--- config.mk ---
export PLATFORM = sky130hd
export DESIGN_NAME = fetch_controller_flat
export DESIGN_NICKNAME = d
export VERILOG_FILES = /design/src/rtl/fetch_controller_if.sv /design/src/rtl/fetch_controller.sv /design/src/flat_wrapper.sv
export SDC_FILE = /design/constraint.sdc
export NUM_CORES = 1
export LEC_CHECK = 0
export BUFFER_PORTS_ARGS = -buffer_cell sky130_fd_sc_hd__buf_4
export CAP_MARGIN = 10
export CELL_PAD_IN_SITES_DETAIL_PLACEMENT = 0
export CELL_PAD_IN_SITES_GLOBAL_PLACEMENT = 1
export CORE_AREA = 3 3 149 108
export CTS_BUF_LIST = sky130_fd_sc_hd__clkbuf_8 sky130_fd_sc_hd__clkbuf_16
export CTS_CLUSTER_DIAMETER = 200
export DETAILED_ROUTE_END_ITERATION = 6
export DIE_AREA = 0 0 152 111
export PLACE_DENSITY = 0.81
export SYNTH_ARGS = -nofsm -noshare
export SYNTH_HDL_FRONTEND = slang
export SYNTH_SLANG_ARGS = --single-unit
--- constraint.sdc ---
create_clock -name clk -period 2.85 [get_ports clk]
set_clock_uncertainty 0.15 [all_clocks]
set_input_delay 0.285 -clock clk [delete_from_list [all_inputs] [get_ports clk]]
set_output_delay 0.285 -clock clk [all_outputs]
set_load 0.02 [all_outputs]
--- src/rtl/fetch_controller_if.sv ---
// fetch_controller_if: bus bundle between the fetch controller, instruction
// memory, decode and execute.
//
// Handshake rule (applies to imem_req, imem_rsp, inst and redirect):
//   a transfer happens on a rising clk edge where valid (and ready, where a
//   ready exists) are both high. A valid source holds its payload stable until
//   the transfer. imem_rsp and redirect have no ready: they transfer on every
//   cycle their valid is high. The memory returns exactly one response per
//   accepted request, no earlier than the cycle after acceptance.
//
// Signals:
//   imem_req_valid/ready, imem_addr  fetch request towards imem
//   imem_rsp_valid, imem_rsp_data    instruction word back from imem
//   inst_valid/ready, inst_data/pc   held instruction towards decode
//   redirect_valid, redirect_pc      taken branch/jump from execute
// Modports: master = fetch controller, slave = its environment.
interface fetch_controller_if #(
  parameter int unsigned XLEN = 32
);
  logic            imem_req_valid;
  logic            imem_req_ready;
  logic [XLEN-1:0] imem_addr;
  logic            imem_rsp_valid;
  logic [31:0]     imem_rsp_data;
  logic            inst_valid;
  logic [31:0]     inst_data;
  logic [XLEN-1:0] inst_pc;
  logic            inst_ready;
  logic            redirect_valid;
  logic [XLEN-1:0] redirect_pc;

  modport master (
    output imem_req_valid, imem_addr,
    input  imem_req_ready,
    input  imem_rsp_valid, imem_rsp_data,
    output inst_valid, inst_data, inst_pc,
    input  inst_ready,
    input  redirect_valid, redirect_pc
  );

  modport slave (
    input  imem_req_valid, imem_addr,
    output imem_req_ready,
    output imem_rsp_valid, imem_rsp_data,
    input  inst_valid, inst_data, inst_pc,
    output inst_ready,
    output redirect_valid, redirect_pc
  );
endinterface

--- src/rtl/fetch_controller.sv ---
// fetch_controller: KLP32 program counter and instruction fetch sequencer.
// Owns the PC, keeps at most one imem request outstanding, holds each fetched
// word until decode takes it, and applies redirects from execute (flushing
// any fetch already in flight).
//
// Ports:
//   clk, reset       rising-edge clock, synchronous active-high reset
//   bus (master)     imem request/response, decode instruction, redirect
//   pc_out           current fetch PC
//   misaligned_err   sticky until reset: a redirect target was not 4-byte aligned
//   state_dbg        current FSM state (REQ=0, WAIT=1, HOLD=2, DRAIN=3, ERR=4)
module fetch_controller #(
  parameter int unsigned     XLEN         = 32,
  parameter logic [XLEN-1:0] RESET_VECTOR = '0
) (
  input  logic               clk,
  input  logic               reset,
  fetch_controller_if.master bus,
  output logic [XLEN-1:0]    pc_out,
  output logic               misaligned_err,
  output logic [2:0]         state_dbg
);

  typedef enum logic [2:0] {
    S_REQ   = 3'd0,
    S_WAIT  = 3'd1,
    S_HOLD  = 3'd2,
    S_DRAIN = 3'd3,
    S_ERR   = 3'd4
  } state_t;

  state_t          state, state_next;
  logic [XLEN-1:0] pc_q;
  logic            inst_valid_q;
  logic [31:0]     inst_data_q;
  logic [XLEN-1:0] inst_pc_q;
  logic            err_q;

  logic redir_ok;
  logic redir_bad;
  logic rsp_take;
  logic consume;

  // Redirect outranks every other event, so response capture and decode
  // consumption are both suppressed in a redirect cycle.
  always_comb begin
    redir_ok  = bus.redirect_valid && (bus.redirect_pc[1:0] == 2'b00);
    redir_bad = bus.redirect_valid && (bus.redirect_pc[1:0] != 2'b00);
    rsp_take  = (state == S_WAIT) && bus.imem_rsp_valid && !bus.redirect_valid;
    consume   = (state == S_HOLD) && bus.inst_ready && !bus.redirect_valid;
  end

  // State register
  always_ff @(posedge clk) begin
    if (reset) begin
      state <= S_REQ;
    end else begin
      state <= state_next;
    end
  end

  // Next-state logic
  always_comb begin
    state_next = state;
    unique case (state)
      S_REQ: begin
        if (redir_bad) begin
          state_next = S_ERR;
        end else if (redir_ok) begin
          // A request accepted this same cycle still targets the old PC and
          // its response must be thrown away.
          state_next = bus.imem_req_ready ? S_DRAIN : S_REQ;
        end else if (bus.imem_req_ready) begin
          state_next = S_WAIT;
        end
      end
      S_WAIT: begin
        if (redir_bad) begin
          state_next = S_ERR;
        end else if (redir_ok) begin
          state_next = bus.imem_rsp_valid ? S_REQ : S_DRAIN;
        end else if (bus.imem_rsp_valid) begin
          state_next = S_HOLD;
        end
      end
      S_HOLD: begin
        if (redir_bad) begin
          state_next = S_ERR;
        end else if (redir_ok || bus.inst_ready) begin
          state_next = S_REQ;
        end
      end
      S_DRAIN: begin
        if (redir_bad) begin
          state_next = S_ERR;
        end else if (bus.imem_rsp_valid) begin
          // The stale response is consumed here whether or not a new
          // redirect arrives alongside it.
          state_next = S_REQ;
        end
      end
      S_ERR: begin
        state_next = S_ERR;
      end
      default: begin
        state_next = S_REQ;
      end
    endcase
  end

  // PC, held instruction and error flag
  always_ff @(posedge clk) begin
    if (reset) begin
      pc_q         <= RESET_VECTOR;
      inst_valid_q <= 1'b0;
      inst_data_q  <= 32'd0;
      inst_pc_q    <= '0;
      err_q        <= 1'b0;
    end else if (state != S_ERR) begin
      if (redir_bad) begin
        err_q        <= 1'b1;
        inst_valid_q <= 1'b0;
      end else if (redir_ok) begin
        pc_q         <= bus.redirect_pc;
        inst_valid_q <= 1'b0;
      end else if (rsp_take) begin
        inst_valid_q <= 1'b1;
        inst_data_q  <= bus.imem_rsp_data;
        inst_pc_q    <= pc_q;
      end else if (consume) begin
        // Natural modulo-2^XLEN wrap from the top word back to zero.
        pc_q         <= pc_q + XLEN'(4);
        inst_valid_q <= 1'b0;
      end
    end
  end

  // Outputs
  always_comb begin
    bus.imem_req_valid = (state == S_REQ);
    bus.imem_addr      = pc_q;
    bus.inst_valid     = inst_valid_q;
    bus.inst_data      = inst_data_q;
    bus.inst_pc        = inst_pc_q;
    pc_out             = pc_q;
    misaligned_err     = err_q;
    state_dbg          = state;
  end

endmodule

--- src/flat_wrapper.sv ---
// flat-port wrapper written by rule: the top's interface ports become plain ports
module fetch_controller_flat 
#(
  parameter int unsigned     XLEN         = 32,
  parameter logic [XLEN-1:0] RESET_VECTOR = '0
)
  (clk, reset, pc_out, misaligned_err, state_dbg, bus_imem_req_valid, bus_imem_addr, bus_imem_req_ready, bus_imem_rsp_valid, bus_imem_rsp_data, bus_inst_valid, bus_inst_data, bus_inst_pc, bus_inst_ready, bus_redirect_valid, bus_redirect_pc);
  fetch_controller_if #(.XLEN(XLEN)) bus_i ();
  input  logic clk;
  input  logic reset;
  output logic [XLEN-1:0] pc_out;
  output logic misaligned_err;
  output logic [2:0] state_dbg;
  output wire logic [$bits(bus_i.imem_req_valid)-1:0] bus_imem_req_valid;
  output wire logic [$bits(bus_i.imem_addr)-1:0] bus_imem_addr;
  input wire logic [$bits(bus_i.imem_req_ready)-1:0] bus_imem_req_ready;
  input wire logic [$bits(bus_i.imem_rsp_valid)-1:0] bus_imem_rsp_valid;
  input wire logic [$bits(bus_i.imem_rsp_data)-1:0] bus_imem_rsp_data;
  output wire logic [$bits(bus_i.inst_valid)-1:0] bus_inst_valid;
  output wire logic [$bits(bus_i.inst_data)-1:0] bus_inst_data;
  output wire logic [$bits(bus_i.inst_pc)-1:0] bus_inst_pc;
  input wire logic [$bits(bus_i.inst_ready)-1:0] bus_inst_ready;
  input wire logic [$bits(bus_i.redirect_valid)-1:0] bus_redirect_valid;
  input wire logic [$bits(bus_i.redirect_pc)-1:0] bus_redirect_pc;
  assign bus_imem_req_valid = bus_i.imem_req_valid;
  assign bus_imem_addr = bus_i.imem_addr;
  assign bus_i.imem_req_ready = bus_imem_req_ready;
  assign bus_i.imem_rsp_valid = bus_imem_rsp_valid;
  assign bus_i.imem_rsp_data = bus_imem_rsp_data;
  assign bus_inst_valid = bus_i.inst_valid;
  assign bus_inst_data = bus_i.inst_data;
  assign bus_inst_pc = bus_i.inst_pc;
  assign bus_i.inst_ready = bus_inst_ready;
  assign bus_i.redirect_valid = bus_redirect_valid;
  assign bus_i.redirect_pc = bus_redirect_pc;
  fetch_controller #(.XLEN(XLEN), .RESET_VECTOR(RESET_VECTOR)) u_core (.clk(clk), .reset(reset), .bus(bus_i), .pc_out(pc_out), .misaligned_err(misaligned_err), .state_dbg(state_dbg));
endmodule
==> impl_results.md <==
- Count leader, synth: nand2_1
- RR Startpoint: u_core.bus.imem_addr[2]$_SDFFE_PP0P_
- CTS tree: built
- Hold Crit Depth: 3
- Worst Hold Launch: bus_imem_rsp_data[22]
- Setup TNS: 0 ns
- Num ports: 204
- Largest net degree at the start of global routing: 65
- Area Overhead vs Synth: 35.7%
- Post-layout util: 44.8%
- CP Depth: 6
- Max stage delay on crit path: 0.54 ns
- Vias in the first global route: 4889
- # rows: 37
- Total number of vias: 5088
- CTS Sinks: 101
- WHS Endpoint: u_core.bus.inst_data[22]$_SDFFE_PP0P_
- Initial antenna violation count: 0
- WS Path Type: reg2reg
- Chip height: 111 um
- CTS root buf: clkbuf_16
- Hold buffer count at CTS: 0
- Worst Hold Class: in2reg
- Worst r2r dst: u_core.bus.imem_addr[30]$_SDFFE_PP0P_
- Area of the mapped netlist: 0.00483 sq mm
- Crit path max-delay family: simple AND/OR/NAND/NOR gates
- Nets@finish: 852
- First-pass GRT wire length: 25500 um
- Number of remaining DRC errors: 0
- Yosys top cell area share: 41.9%
- Required @ worst endpoint: 2.97 ns
- Status: completed
- Share of cells above drive strength 1: 30.8%
- Largest area contributor in the netlist: dfxtp_1
- CP most frequent cell: nand3_2
- Area contributors post-synth: dfxtp_1, nand2_1, a21oi_1
- Critical Path Start Type: flip-flop
- Syn Inst Count: 638
- Drt wl/cell: 16.2 um
- CP endpoint kind: flip-flop
- Seq/Total Area, Yosys: 41.9%
- PortBufs: 203
- Drt pass-1 iters: 5
- Post-detail-place hpwl: 11500 um
- Max-Cap Viols: 0
- GPL Wtd Cong: 0.882
- Vias per cell: 5.19
- Worst Tran Pin Value: 0.863 ns
- Leakage power: 2.54 nW
- Worst Hold Slack: 0.0301 ns
- Post-synth EDFFs: 0
- Clk_lat worst skew: 0.35 ns
- Worst reg-to-reg setup slack: 0.49 ns
- Min Tclk post-route: 2.36 ns
- Cts repair resizes: 0
- Htree depth: 3
- DP Cell Count: 964
- Area after DPL: 0.00624 sq mm
- Worst path cell trace: ha_1 > nand3_2 > nor4_4 > nand3_2 > or3_1 > a41oi_2
- CTS Buffer Depth: 2
- GRT Util Overall: 18.1%
- Unrepaired setup endpoints after global routing: false
- WL final: 15900 um
- Pwr Density: 466 mW/mm^2
- Final hold violations: 0
- VDD IR-drop max: 0.287 mV
- Die area: 0.0169 sq mm
- Core Region: 0.0146 sq mm
- Syn Nets: 709
- Slowest CP cell: nor4_4
- Slew headroom: 42.5%
- Setup Viol. Count Final: 0
- Avg Inst Size Synth: 7.57 sq um
- Congestion Overflow GR: 0
- Crit Path Max Fanout: 9
- Postcts setup bufs: 0
- Initial Util: 33.0%
- Filler instances: 1482
- Flip-flop and latch count after synthesis: 101
- Die width: 152 um
- Worst Reg-to-Reg Cells: 6
- Clock transition at the registers of the reported paths: 0.07 ns
- Cell area after layout: 0.00656 sq mm
- ANT cells: 0
- Fmax: 0.424 GHz
- Initial DRC Count: 358
- Cts bufs inserted: 9
- Final ANT Viol Nets: 0
- Commonest cells in the netlist: nand2_1, a21oi_1, dfxtp_1
- Setup crit start: u_core.bus.imem_addr[2]$_SDFFE_PP0P_
- Arrival time at the worst endpoint: 2.48 ns
- Worst Path Buf+Inv: 0
- Slew Limit Fails: 0
- Fin crit share: 82.8%
- Async set or reset register ratio after synthesis: 0%
- Yosys warnings: 0
- Unique masters post-synth: 54
- Ys flop type: dfxtp_1
- Final non-filler cell total: 981
-- final cells by class --
| cell class | instances | area (sq um) | area share (%) |
|---|---|---|---|
| multi-input cells | 449 | 2360 | 36.0 |
| clock buffers | 10 | 239 | 3.65 |
| flip-flops and latches | 101 | 2020 | 30.8 |
| inverters | 10 | 37.5 | 0.573 |
| repair buffers | 210 | 1600 | 24.4 |
| well taps | 195 | 244 | 3.72 |
| clock inverters | 6 | 52.6 | 0.802 |
-- flip-flops by register name (all words and copies together) (netlist names) --
name,flops
u_core.bus.imem_addr,32
u_core.bus.inst_data,32
u_core.bus.inst_pc,32
u_core.state_dbg,3
u_core.bus.inst_valid,1
u_core.misaligned_err,1
-- stage by stage --
step                      setup WS [ns]  total power [mW]
after floorplan                   0.636              1.71
after global placement            0.565              1.88
after detailed placement          0.406              1.88
after CTS                         0.396              3.09
after global routing              0.281              3.19
final                             0.491              3.06
-- where the power goes --
group          internal, mW  switching, mW  total (mW)
clock                 0.631          0.573        1.20
combinational         0.165          0.205       0.370
sequential             1.44         0.0439        1.48
-- how the worst max path moves through the flow --
| stage | to | slack, ns |
|---|---|---|
| global route | u_core.bus.imem_addr[30]$_SDFFE_PP0P_ | 0.28 |
| global placement | u_core.bus.inst_pc[1]$_SDFFE_PP0P_ | 0.57 |
| floorplan | u_core.bus.imem_addr[30]$_SDFFE_PP0P_ | 0.64 |
| finish | u_core.bus.imem_addr[30]$_SDFFE_PP0P_ | 0.49 |
| CTS | u_core.bus.inst_data[30]$_SDFFE_PP0P_ | 0.40 |
| detailed placement | u_core.bus.inst_data[30]$_SDFFE_PP0P_ | 0.41 |
-- cell families after synthesis --
logic type                 count (synthesis)  share of synthesized area [%]
adders and majority gates                  1                          0.259
DFF                                      101                           41.9
buffers and inverters                     88                           9.61
muxes                                      1                          0.233
and+or+nand+nor                          272                           26.8
AOI/OAI and AO/OA                        175                           21.2
-- metal layers --
metal  GRT usage, %  vias to the layer above  wire length, um
li1               -                     2468                -
met1           24.0                     2370             7200
met2           29.1                      234             7150
met3           5.85                       16             1330
met4           3.83                        0              170
met5              0                        -                0
-- worst reg2reg max path, cell delays in order (launching register included) --
cell and delay [ns]:
dfxtp_1 0.49, ha_1 0.27, nand3_2 0.16, nor4_4 0.54, nand3_2 0.14, or3_1 0.38, a41oi_2 0.16
-- layout by cell type, fill, tap and decap left out, types with 7 or more instances in the layout --
master / count
nor3_1: 9
nand2_1: 166
o21ai_0: 22
nor2_1: 18
buf_4: 208
dfxtp_1: 101
nand4_1: 15
nand2b_1: 7
nand3_1: 14
clkbuf_16: 9
inv_1: 10
a21oi_1: 101
Power figures use the tool's default switching activity.
